--- config.mk ---
export PLATFORM = sky130hd
export DESIGN_NAME = c880_bist_harness
export DESIGN_NICKNAME = d
export VERILOG_FILES = /design/src/rtl/c880_bist_harness.sv
export SDC_FILE = /design/constraint.sdc
export NUM_CORES = 1
export LEC_CHECK = 0
export BUFFER_PORTS_ARGS = -buffer_cell sky130_fd_sc_hd__buf_2
export CORE_MARGIN = 4
export CORE_UTILIZATION = 35
export DETAILED_ROUTE_END_ITERATION = 6
export GPL_TIMING_DRIVEN = 0
export PLACE_DENSITY = 0.67
export SETUP_SLACK_MARGIN = 0.4
export SLEW_MARGIN = 20
export SYNTH_ARGS = -nofsm -noshare
export SYNTH_HDL_FRONTEND = slang
export SYNTH_SLANG_ARGS = --single-unit
--- constraint.sdc ---
create_clock -name clk -period 2.45 [get_ports clk]
set_input_delay 0.1225 -clock clk [delete_from_list [all_inputs] [get_ports clk]]
set_output_delay 0.1225 -clock clk [all_outputs]
set_load 0.005 [all_outputs]
--- src/rtl/c880_bist_harness.sv ---
// Built-in self-test harness for ISCAS c880: LFSR stimulus on pi_vec, MISR
// compaction of po_vec, and an end-of-run compare against a golden signature.
module c880_bist_harness #(
   parameter int unsigned NUM_PATTERNS = 1024,
   parameter logic [59:0] SEED         = 60'h1,
   parameter logic [25:0] GOLDEN_SIG   = 26'h0
) (
   input  logic        clk,
   input  logic        rst,
   input  logic        start,
   input  logic        abort,
   output logic [59:0] pi_vec,
   input  logic [25:0] po_vec,
   output logic        busy,
   output logic        done,
   output logic        pass,
   output logic [25:0] signature,
   output logic [15:0] pat_cnt
);

   localparam logic [25:0] POLY     = 26'h0000047;
   // An all-zero LFSR state would lock up, so a zero seed is replaced by 1.
   localparam logic [59:0] SEED_EFF = (SEED == 60'h0) ? 60'h1 : SEED;
   localparam logic [15:0] LAST_CNT = 16'(NUM_PATTERNS - 1);

   typedef enum logic [1:0] {IDLE, RUN, CHECK, DONE} state_t;

   state_t      state;
   logic [59:0] lfsr_next;
   logic [25:0] misr_next;

   always_comb begin
      lfsr_next = {pi_vec[58:0], pi_vec[59] ^ pi_vec[58]};
      misr_next = {signature[24:0], 1'b0} ^ (signature[25] ? POLY : '0) ^ po_vec;
   end

   always_ff @(posedge clk) begin
      if (rst) begin
         state     <= IDLE;
         pi_vec    <= '0;
         signature <= '0;
         pat_cnt   <= '0;
         busy      <= 1'b0;
         done      <= 1'b0;
         pass      <= 1'b0;
      end else if (abort) begin
         state  <= IDLE;
         pi_vec <= '0;
         pass   <= 1'b0;
         busy   <= 1'b0;
         done   <= 1'b0;
      end else begin
         case (state)
            IDLE, DONE: begin
               if (start) begin
                  state     <= RUN;
                  pi_vec    <= SEED_EFF;
                  signature <= '0;
                  pat_cnt   <= '0;
                  pass      <= 1'b0;
                  busy      <= 1'b1;
                  done      <= 1'b0;
               end
            end
            RUN: begin
               signature <= misr_next;
               pat_cnt   <= pat_cnt + 16'd1;
               // The last pattern stays on pi_vec while its response is absorbed.
               if (pat_cnt == LAST_CNT) begin
                  state <= CHECK;
               end else begin
                  pi_vec <= lfsr_next;
               end
            end
            CHECK: begin
               state  <= DONE;
               pass   <= (signature == GOLDEN_SIG);
               pi_vec <= '0;
               busy   <= 1'b0;
               done   <= 1'b1;
            end
            default: begin
               state <= IDLE;
               busy  <= 1'b0;
               done  <= 1'b0;
            end
         endcase
      end
   end

endmodule

# After elaboration in Yosys (flattened, before gate mapping)

Index checks and enable logic that the tools add are counted.

Register bits: 107
Word-level logic and storage cells: 45

Add/subtract/negate cells: 1
Equal/unequal tests: 7
Mux-type cells: 16
Bitwise gates (word level): 4
Reductions and logical operators: 10

Operators by type and width:

| kind                    | count |
|---|---|
| $pmux W60 S3            | 1 |
| $mux W60                | 2 |
| $pmux W26 S2            | 1 |
| $pmux W16 S2            | 1 |
| $logic_not A26 Y1       | 1 |
| $mux W26                | 1 |
| $xor A26 B26 Y26        | 1 |
| $xor A26 B7 Y26         | 1 |
| $add A16 B1 Y16 const B | 1 |
| $eq A16 B10 Y1 const B  | 1 |
| $mux W16                | 1 |
| $mux W7                 | 1 |
| $ne A2 B2 Y1 const B    | 3 |
| $pmux W1 S2             | 3 |
| $pmux W2 S3             | 1 |
| $reduce_and A2 Y1       | 3 |
| $eq A2 B2 Y1 const B    | 2 |
| $mux W2                 | 2 |
| $reduce_bool A2 Y1      | 2 |
| $reduce_or A2 Y1        | 2 |
| $reduce_and A3 Y1       | 1 |
| $eq A2 B1 Y1 const B    | 1 |
| $logic_not A2 Y1        | 1 |
| $mux W1                 | 2 |
| 2 further kinds         | 2 |

# Longest topological paths before layout

Gate-level depths: netlist (run 1).

Depth after elaboration: 4
Mapped depth: 9
Mapped depth without buffers: 6

# Worst setup path after synthesis (run 1)

OpenSTA, ideal clock, no wires.

Path kind: reg-to-reg
Start: register state[0]
End: register pat_cnt[12]
Library setup time: 0.071 ns
Arrival time: 1.699 ns
Path slack: 0.680 ns
Stages on the path, launching flop included: 7
Buffers on the path: 0
Clock period less this slack: 1.770 ns
Path through: dfxtp_1 inv_1 ha_1 nor2_2 nand3_1 or4_1 a21oi_1

Word-level cells in the longest chain between the ends: 4
Elaborated cells on any way between the ends: 8
Those cells by class: eq/ne: 3; mux: 1; reduce/logical: 4

RTL lines:

| item                                                         | line | RTL |
|---|---|---|
| start: declaration                                           | 28   | `state_t state;` |
| start signal: assignment                                     | 39   | `state <= IDLE;` |
| start signal: assignment                                     | 47   | `state <= IDLE;` |
| start signal: assignment                                     | 56   | `state <= RUN;` |
| $eq A2 B2 Y1 or $logic_not A2 Y1 (tied branches)             | 53   | `case (state)` |
| $reduce_or A2 Y1                                             | 53   |  |
| $ne A2 B2 Y1 (no line) or $reduce_bool A2 Y1 (tied branches) | n/a  |  |
| $reduce_and A3 Y1 (no line)                                  | n/a  |  |
| end signal: assignment                                       | 67   | `pat_cnt <= pat_cnt + 16'd1;` |
| end: declaration                                             | 18   | `output logic [15:0] pat_cnt` |

Several ways; a longest one is shown, not always the timed one.
A chain may end at the register's enable or synchronous reset.

# Worst setup path after layout (run 1)

Start: register state[0]
End: register pat_cnt[15]

The elaborated chain is that of the path after synthesis.

==> results of run 1 <==
-- power groups by stage --
stage	Combinational, uW	Sequential [uW]	Clock (uW)
2_1_floorplan	167	1800	0
3_3_place_gp	265	1810	0
3_5_place_dp	264	1810	0
4_1_cts	270	1770	1520
5_1_grt	317	1770	1580
6_report	285	1770	1470
-- final cells by class --
cell class | count | area (um2) | share of cell area (%)
buffer | 55 | 264 | 4.23
clock buffer | 12 | 246 | 3.95
clock inverter | 3 | 46.3 | 0.741
inverter | 3 | 11.3 | 0.180
multi-input combinational | 459 | 2580 | 41.3
sequential | 107 | 2140 | 34.3
tap | 180 | 225 | 3.61
timing repair buffer | 142 | 731 | 11.7
-- timing repair --
action,4_1_cts,5_1_grt
setup endpoints to repair,79,84
pin swaps,1,2
setup buffers,4,4
gates resized for setup,7,17
-- per-stage QoR --
step	hold slack [ps]	cell area (um2)	power, uW	setup WS, ps	utilization (%)
floorplan	320	4950	1970	680	-
global placement	444	5840	2070	-3.15	42.1
detailed placement	446	5840	2070	-4.31	42.1
CTS	59.4	6180	3560	388	44.5
global route	80.6	6240	3660	396	45.0
finish	75.7	6240	3520	489	45.0
-- Yosys cell counts, types with 3 or more instances --
| cell | count | share of area [%] |
|---|---|---|
| nand2_1 | 95 | 7.2 |
| inv_1 | 3 | 0.23 |
| and3_1 | 4 | 0.51 |
| buf_2 | 19 | 1.9 |
| nor2_1 | 12 | 0.91 |
| dfxtp_1 | 107 | 43 |
| o31ai_1 | 4 | 0.61 |
| nand3_1 | 154 | 16 |
| xnor2_1 | 11 | 1.9 |
| nand4_1 | 64 | 8.1 |
| clkbuf_1 | 31 | 2.4 |
| xor2_1 | 27 | 4.8 |
| buf_4 | 4 | 0.61 |
| a21oi_1 | 38 | 3.8 |
| nand2b_1 | 4 | 0.51 |
| ha_1 | 4 | 1.0 |
| or4_1 | 6 | 0.91 |
| nor4_1 | 6 | 0.76 |
-- flip-flops by register name, indices dropped and copies added (netlist names) --
register / count
busy: 1
state: 2
pass: 1
done: 1
signature: 26
pi_vec: 60
pat_cnt: 16
-- layer usage --
metal  vias to the layer above  routed length [um]
li1                       2544                   -
met1                      2396                6440
met2                       174                6270
met3                        18                1200
met4                         0                 203
met5                         -                   0
-- kinds of logic (layout without fill, tap and decap cells) --
family,count (synthesis),after routing,synth area share [%]
AND/OR/NAND/NOR,365,365,37.8
flip-flops,107,107,43.3
buffers and inverters,58,215,5.18
AO/OA/AOI/OAI,50,50,5.59
XOR/XNOR,38,38,6.73
adder cells (fa/ha/maj),4,4,1.01
multiplexers,2,2,0.405
-- final timing paths --
kind / from / endpoint / cells after the start
max: state[0] / pat_cnt[15] / 6
min: po_vec[23] / signature[23] / 4
max reg2reg: state[0] / pat_cnt[15] / 6
min reg2reg: pass / pass / 2
-- worst register-to-register path, stage by stage, from the launching register on --
cell      delay (ps)
dfxtp_1          390
inv_1             70
ha_2             310
nand2b_2         160
nand4_1          280
or4_1            540
a21oi_1          150
==> flow_metrics.py, run 1 <==
metrics = {
    "status": {
        "status": "finished clean",
    },
    "cts": {
        "clock_latency_ps": 350,
        "cts_made_buffers": 9,
        "cts.sinks": 107,
        "cts_root_buf": "clkbuf_16",
        "clk_pin_slew_ps": 70,
        "cts_tree": "done",
        "htree_levels": 3,
        "clockBufferDepth": 2,
        "holdBufCountCts": 0,
    },
    "sta": {
        "hold_viol": 0,
        "rsz0062_at_grt": "true",
        "fmax_ghz": 0.510,
        "finalSetupTns_ps": 0,
        "slew_violations": 0,
        "clock_skew_ps": 8.46,
        "slew_headroom_pct": 61.7,
        "period_minus_slack_ps": 1960,
        "fin_crit_sh_pct": 80.0,
        "setup_viol": 0,
        "worst_pin_slew_ps": 572,
    },
    "detailed_routing": {
        "routedWlPerCell_um": 14.7,
        "drtIter0Drc": 342,
        "drc": 0,
        "viasPerCell": 5.34,
        "first_pass_iters": 4,
        "vias": 5132,
        "drtAntennaViolNets": 0,
        "wirelength_um": 14100,
    },
    "floorplanning": {
        "io_pins": 135,
        "initial_core_util_pct": 35.6,
        "dieArea_mm2": 0.0161,
        "die_y_um": 127,
        "die_width_um": 127,
        "num_rows": 43,
        "coreArea_mm2": 0.0139,
    },
    "global_routing": {
        "met2_usage_pct": 26.3,
        "met3_usage_pct": 5.94,
        "grt_pass1_vias": 4665,
        "grt_util_met1_pct": 23.4,
        "grt_usage_pct": 17.4,
        "grt_pass1_wl_um": 23300,
        "overflow": 0,
        "grt-busiest-layer": "met2",
        "grt_max_degree": 17,
        "antenna_found_initial": 0,
    },
    "worst_setup_path": {
        "critical_path_class": "flop to flop",
        "worstSetupStartpointType": "flop",
        "end_kind": "flop",
        "path_max_fanout": 6,
        "ff2ff_setup_slack_ps": 490,
        "slowest_stage": "or4_1",
        "max_stage_delay_ps": 540,
        "cp_cell_sequence": "inv_1 > ha_2 > nand2b_2 > nand4_1 > or4_1 > a21oi_1",
        "critPathBufInv": 1,
        "critical_path_required_ps": 2730,
        "cp_top_family": "simple AND/OR/NAND/NOR gates",
        "critPathArrivalTime_ps": 2240,
    },
    "flow_run": {
        "drv_cap": 0,
    },
    "logic_synthesis": {
        "yosys_warnings": 0,
        "syn-cell-area_mm2": 0.00495,
        "synth_seq_cells": 107,
        "syn_avg_cell_area_um2": 7.93,
        "yosysSeqAreaShare_pct": 43.3,
        "synth_edf_count": 0,
        "synth.net_count": 658,
        "synth-main-ff-cell": "dfxtp_1",
        "netlist_instances": 624,
        "ys_types": 40,
        "async_reset_ff_share_pct": 0,
    },
    "pwr": {
        "combPwrFrac_pct": 8.1,
        "power.leakage_uw": 0.00279,
        "ir_drop_uv": 310,
        "p_sw_uw": 854,
        "p_int_uw": 2670,
        "p_seq_share_pct": 50.1,
        "clockPowerShare_pct": 41.8,
        "power_density_mw_per_mm2": 564,
        "switching_share_pct": 24.2,
    },
    "final_layout": {
        "final_common_cell": "nand3_1",
        "syn2layout_area_growth_pct": 26.2,
        "layout_common_cells": "nand3_1, buf_2, dfxtp_1",
        "final_cells": 961,
        "antenna_cells": 0,
        "nFillCells": 1451,
        "drive_above_1_share_pct": 25.1,
        "finalNetCount": 811,
    },
    "place": {
        "placed_cells": 938,
        "gp_congestion": 0.815,
        "dp_hpwl_um": 9880,
        "port_buffers": 134,
    },
    "hold_path": {
        "hold_path_class": "input pin to flop",
    },
}
(Power assumes the default switching activity.)
==> run 2, diff against run 1 <==
==> constraint.sdc (replaced) <==
create_clock -name clk -period 2 [get_ports clk]
set_input_delay 0.1 -clock clk [delete_from_list [all_inputs] [get_ports clk]]
set_output_delay 0.1 -clock clk [all_outputs]
set_load 0.005 [all_outputs]
==> run 2 against run 1 <==
Compared with the run above: via count up 2.9%; register-to-register slack worse by 190 ps; clock power up 27%; global-route usage up 0.58 points; largest cell class unchanged; largest power group unchanged.
==> flow_metrics.py, run 2 (same netlist as run 1, synthesis figures left out) <==
metrics = {
    "final_layout": {
        "nFillCells": 1295,
        "finalNetCount": 837,
        "drive_above_1_share_pct": 38.0,
        "largest_reg_flops": 60,
        "regMostFlops": "pi_vec",
        "syn2layout_area_growth_pct": 43.6,
        "layout_common_cells": "buf_2, nand3_1, dfxtp_1",
        "final_util_pct": 51.2,
        "reg_top3": "pi_vec x60, signature x26, pat_cnt x16",
        "antenna_cells": 0,
        "design_area_mm2": 0.00710,
        "final_common_cell": "buf_2",
    },
    "worst_setup_path": {
        "end_kind": "flop",
        "worstSetupStartpointType": "flop",
        "ff2ff_setup_slack_ps": 300,
        "path_max_fanout": 6,
        "r2r_cells": 7,
        "critical_path_required_ps": 2280,
        "critPathArrivalTime_ps": 1980,
        "r2r-start": "state[0]",
        "endpoint": "pat_cnt[9]",
        "critical_path_class": "flop to flop",
        "rr_endpoint": "pat_cnt[9]",
        "crit_path_start": "state[0]",
    },
    "floorplanning": {
        "die_y_um": 127,
        "die_width_um": 127,
        "io_pins": 135,
        "num_rows": 43,
        "coreArea_mm2": 0.0139,
        "initial_core_util_pct": 35.6,
        "dieArea_mm2": 0.0161,
    },
    "sta": {
        "slew_headroom_pct": 59.6,
        "period_minus_slack_ps": 1700,
        "slew_violations": 0,
        "rsz0062_at_grt": "true",
        "fmax_ghz": 0.587,
        "finalSetupTns_ps": 0,
        "setup_slack_ps": 297,
        "clock_skew_ps": 7.22,
        "hold_viol": 0,
        "fin_crit_sh_pct": 85.2,
        "setup_viol": 0,
        "worst_pin_slew_ps": 605,
    },
    "detailed_routing": {
        "wirelength_um": 15200,
        "viasPerCell": 5.35,
        "routedWlPerCell_um": 15.3,
        "drc": 0,
        "first_pass_iters": 5,
        "vias": 5283,
        "drtAntennaViolNets": 0,
        "drtIter0Drc": 332,
    },
    "cts": {
        "clockBufferDepth": 2,
        "cts_made_buffers": 9,
        "cts_tree": "done",
        "holdBufCountCts": 0,
        "htree_levels": 3,
        "clock_latency_ps": 350,
        "cts_root_buf": "clkbuf_16",
        "clk_pin_slew_ps": 70,
        "cts.sinks": 107,
    },
    "global_routing": {
        "grt_pass1_wl_um": 23900,
        "grt_max_degree": 17,
        "grt_usage_pct": 17.9,
        "antenna_found_initial": 0,
        "overflow": 0,
        "grt_pass1_vias": 4757,
    },
    "pwr": {
        "ir_drop_uv": 429,
        "p_total_uw": 4530,
        "power_density_mw_per_mm2": 637,
        "power.leakage_uw": 0.00310,
    },
    "hold_path": {
        "hold_start": "po_vec[18]",
        "min_path_cells": 4,
        "hold_path_class": "input pin to flop",
    },
    "place": {
        "gp_congestion": 0.828,
        "port_buffers": 134,
        "dp_hpwl_um": 9890,
        "place_ws_ps": -329,
        "dpl_cell_area_mm2": 0.00589,
    },
    "status": {
        "status": "finished clean",
    },
    "flow_run": {
        "drv_cap": 0,
    },
}
run 2: cell types whose count changed in the layout (fill, tap and decap cells not counted), sizes merged:
cell and change:
clkinvlp +1, inv -2, buf +31, clkbuf -4, clkinv +1
run 2: how the worst min path moves through the flow:
stage	end
final	signature[18]
after global placement	signature[12]
after CTS	signature[5]
after floorplan	pat_cnt[11]
after detailed placement	signature[5]
after global routing	signature[10]
run 2: layout make-up:
cell class	count	area, um2	share of cell area [%]
multi-input cells	459	2920	41.1
flip-flops and latches	107	2160	30.4
repair buffers	168	1020	14.4
plain buffers	55	454	6.39
clock buffers	13	260	3.66
well taps	180	225	3.17
clock inverters	3	46.3	0.652
inverters	3	15.0	0.211
run 2: worst max-delay path, stage by stage (launching register included):
cell     delay [ps]
dfxtp_4         370
inv_2            40
ha_4            160
nor2_4          180
nand4_1         220
buf_4           210
or3_1           300
a21oi_1         130
run 2: metrics by stage:
| stage | std cells | hold WS [ps] |
|---|---|---|
| after floorplan | 624 | 298 |
| after global placement | 938 | 420 |
| after detailed placement | 938 | 425 |
| after CTS | 975 | 35.2 |
| after global routing | 988 | 49.0 |
| final | 988 | 48.8 |
run 2: routing by layer:
| layer | vias to the layer above | share of wire (%) | global-route usage [%] |
|---|---|---|---|
| li1 | 2602 | - | - |
| met1 | 2470 | 45 | 23.8 |
| met2 | 195 | 47 | 28.2 |
| met3 | 16 | 7.4 | 4.88 |
| met4 | 0 | 1.3 | 6.12 |
| met5 | - | 0 | 0 |
run 2: power by group:
part           internal (uW)  leakage, uW  switching, uW
Combinational            214      0.00208            293
Clock                   1040     0.000146            811
Sequential              2140     0.000869           18.5
run 2: what timing repair did:
action	CTS	global route
pin swaps	8	32
endpoints found under the setup margin	105	100
cloned	2	3
resized for setup	78	91
buffers inserted	19	10
==> run 3, diff against run 2 <==
--- a/config.mk
+++ b/config.mk
@@ -8,10 +8,11 @@
 export BUFFER_PORTS_ARGS = -buffer_cell sky130_fd_sc_hd__buf_2
 export CORE_MARGIN = 4
 export CORE_UTILIZATION = 35
+export CTS_CLUSTER_SIZE = 10
 export DETAILED_ROUTE_END_ITERATION = 6
 export GPL_TIMING_DRIVEN = 0
 export PLACE_DENSITY = 0.67
-export SETUP_SLACK_MARGIN = 0.4
+export SETUP_SLACK_MARGIN = 0.2
 export SLEW_MARGIN = 20
 export SYNTH_ARGS = -nofsm -noshare
 export SYNTH_HDL_FRONTEND = slang
==> constraint.sdc (replaced) <==
create_clock -name clk -period 1.61 [get_ports clk]
set_input_delay 0.0805 -clock clk [delete_from_list [all_inputs] [get_ports clk]]
set_output_delay 0.0805 -clock clk [all_outputs]
set_load 0.005 [all_outputs]
==> run 3 against run 2 <==
Compared with the run above: the run now ends with setup timing left; design area grew 18%; flip-flop and latch count is the same; setup slack lost 310 ps; total power grew 26%; wire length grew 13%; global-route usage grew 1.9 points; sequential share of layout area shrank 4.6 points; fmax grew 4.6%; largest power group unchanged; highest routed layer unchanged; combinational power grew 49%; hold slack lost 27 ps; sequential power grew 24%; via count grew 5.3%.
==> flow_metrics.py, run 3 (same netlist as run 1, synthesis figures left out) <==
metrics = {
    "sta": {
        "fin_crit_sh_pct": 101,
        "slew_violations": 0,
        "worst_pin_slew_ps": 728,
        "setup_slack_ps": -17.5,
        "fmax_ghz": 0.614,
        "rsz0062_at_grt": "true",
        "period_minus_slack_ps": 1630,
        "hold_viol": 0,
        "setup_viol": 10,
        "holdWs_ps": 22.1,
        "slew_headroom_pct": 51.4,
        "clock_skew_ps": 8.67,
    },
    "pwr": {
        "switching_share_pct": 25.5,
        "clockPowerShare_pct": 39.4,
        "combPwrFrac_pct": 13.3,
        "ir_drop_uv": 558,
        "p_seq_share_pct": 47.2,
        "power_density_mw_per_mm2": 677,
        "p_int_uw": 4230,
        "p_sw_uw": 1450,
        "power.leakage_uw": 0.00364,
    },
    "floorplanning": {
        "io_pins": 135,
        "initial_core_util_pct": 35.6,
        "num_rows": 43,
        "die_width_um": 127,
        "coreArea_mm2": 0.0139,
        "dieArea_mm2": 0.0161,
        "die_y_um": 127,
    },
    "final_layout": {
        "syn2layout_area_growth_pct": 69.7,
        "final_common_cell": "buf_2",
        "reg_top3": "pi_vec x60, signature x26, pat_cnt x16",
        "layout_common_cells": "buf_2, nand3_2, nand2_1, dfxtp_1, nand4_1",
        "regMostFlops": "pi_vec",
        "final_util_pct": 60.5,
        "antenna_cells": 0,
        "design_area_mm2": 0.00839,
        "drive_above_1_share_pct": 55.0,
        "nFillCells": 1172,
        "largest_reg_flops": 60,
        "finalNetCount": 862,
    },
    "detailed_routing": {
        "first_pass_iters": 5,
        "drtIter0Drc": 297,
        "routedWlPerCell_um": 17.0,
        "drtAntennaViolNets": 0,
        "viasPerCell": 5.50,
        "vias": 5564,
        "wirelength_um": 17200,
        "drc": 0,
    },
    "status": {
        "status": "finished with violations",
        "violations": "setup timing",
    },
    "worst_setup_path": {
        "cp_top_family": "buffers and inverters",
        "cp_cell_sequence": "ha_4 > and3_4 > buf_6 > and4_1 > buf_6 > buf_12 > buf_8 > nand4_1 > nand3_2",
        "critPathBufInv": 4,
        "path_max_fanout": 10,
        "slowest_stage": "dfxtp_4",
        "critical_path_required_ps": 1850,
        "critical_path_class": "flop to flop",
        "critPathArrivalTime_ps": 1870,
        "crit_top_cell": "buf_6",
        "worstSetupStartpointType": "flop",
        "max_stage_delay_ps": 350,
        "ff2ff_setup_slack_ps": -20,
        "end_kind": "flop",
    },
    "global_routing": {
        "overflow": 0,
        "antenna_found_initial": 0,
        "grt_pass1_wl_um": 26300,
        "grt_usage_pct": 19.9,
        "grt_pass1_vias": 5186,
        "grt_max_degree": 17,
    },
    "hold_path": {
        "hold_path_class": "input pin to flop",
    },
    "flow_run": {
        "drv_cap": 0,
    },
    "cts": {
        "clockBufferDepth": 2,
        "clock_latency_ps": 360,
        "cts.sinks": 107,
        "cts_tree": "done",
        "clk_pin_slew_ps": 70,
        "cts_root_buf": "clkbuf_16",
        "holdBufCountCts": 0,
        "htree_levels": 3,
        "cts_made_buffers": 9,
    },
    "place": {
        "gp_congestion": 0.823,
        "dpl_cell_area_mm2": 0.00605,
        "port_buffers": 134,
        "place_ws_ps": -389,
        "dp_hpwl_um": 9790,
    },
}
==> run 3: cell count changes in the layout (fill, tap and decap cells not counted), moves of 4 or more <==
| cell | before | now |
|---|---|---|
| a21oi_2 | 13 | 30 |
| buf_12 | 3 | 7 |
| clkbuf_16 | 11 | 16 |
| a21oi_1 | 25 | 8 |
| clkbuf_2 | 9 | 2 |
| nand3_1 | 125 | 27 |
| nand3_2 | 27 | 102 |
| clkbuf_4 | 2 | 9 |
| nor2_4 | 3 | 7 |
| buf_6 | 17 | 32 |
| nand3_4 | 3 | 26 |
==> run 3: worst paths after layout <==
path	start	to	depth (start not counted)
setup / recovery	pat_cnt[0]	pi_vec[46]	9
hold / removal	po_vec[15]	signature[15]	4
setup reg to reg	pat_cnt[0]	pi_vec[46]	9
hold reg to reg	pass	pass	2
==> run 3: worst min-delay path: stages <==
cell and delay [ps]:
buf_2 80, xor2_1 60, nand3_2 70, a21oi_2 40
==> run 3: layer usage <==
metal | routed length [um] | GRT usage [%] | part of all wire (%) | up-vias
met4 | 332 | 7.26 | 1.9 | 0
met1 | 7160 | 26.9 | 42 | 2686
met5 | 0 | 0 | 0 | -
li1 | - | - | - | 2656
met3 | 1150 | 5.39 | 6.7 | 26
met2 | 8530 | 30.4 | 50 | 196
==> run 3: metrics by stage <==
stage / std cells / total power, uW / setup TNS [ps]
2_1_floorplan: 624 / 3050 / 0
3_3_place_gp: 938 / 3210 / -12800
3_5_place_dp: 938 / 3210 / -14910
4_1_cts: 1002 / 5650 / -34.1
5_1_grt: 1012 / 5910 / -3600
6_report: 1012 / 5680 / -58.9
==> run 3: timing repair <==
action	in CTS	in global routing
gates resized for setup	197	128
cloned	9	4
endpoints found under the setup margin	104	105
pin swaps	88	60
setup buffers	41	6
==> run 3: final cells by class <==
type / count / area, um2 / share of cell area [%]
Multi-Input combinational cell: 459 / 3740 / 44.5
Sequential cell: 107 / 2170 / 25.8
Timing Repair Buffer: 194 / 1380 / 16.5
Buffer: 54 / 571 / 6.80
Clock buffer: 12 / 246 / 2.94
Tap cell: 180 / 225 / 2.68
Clock inverter: 3 / 46.3 / 0.552
Inverter: 3 / 13.8 / 0.164
==> run 3: power groups by stage <==
stage	clock, uW	combinational [uW]	sequential (uW)
after floorplan	0	307	2750
after global placement	0	461	2750
after detailed placement	0	460	2750
after CTS	2300	667	2680
after global routing	2410	811	2690
final	2240	757	2680
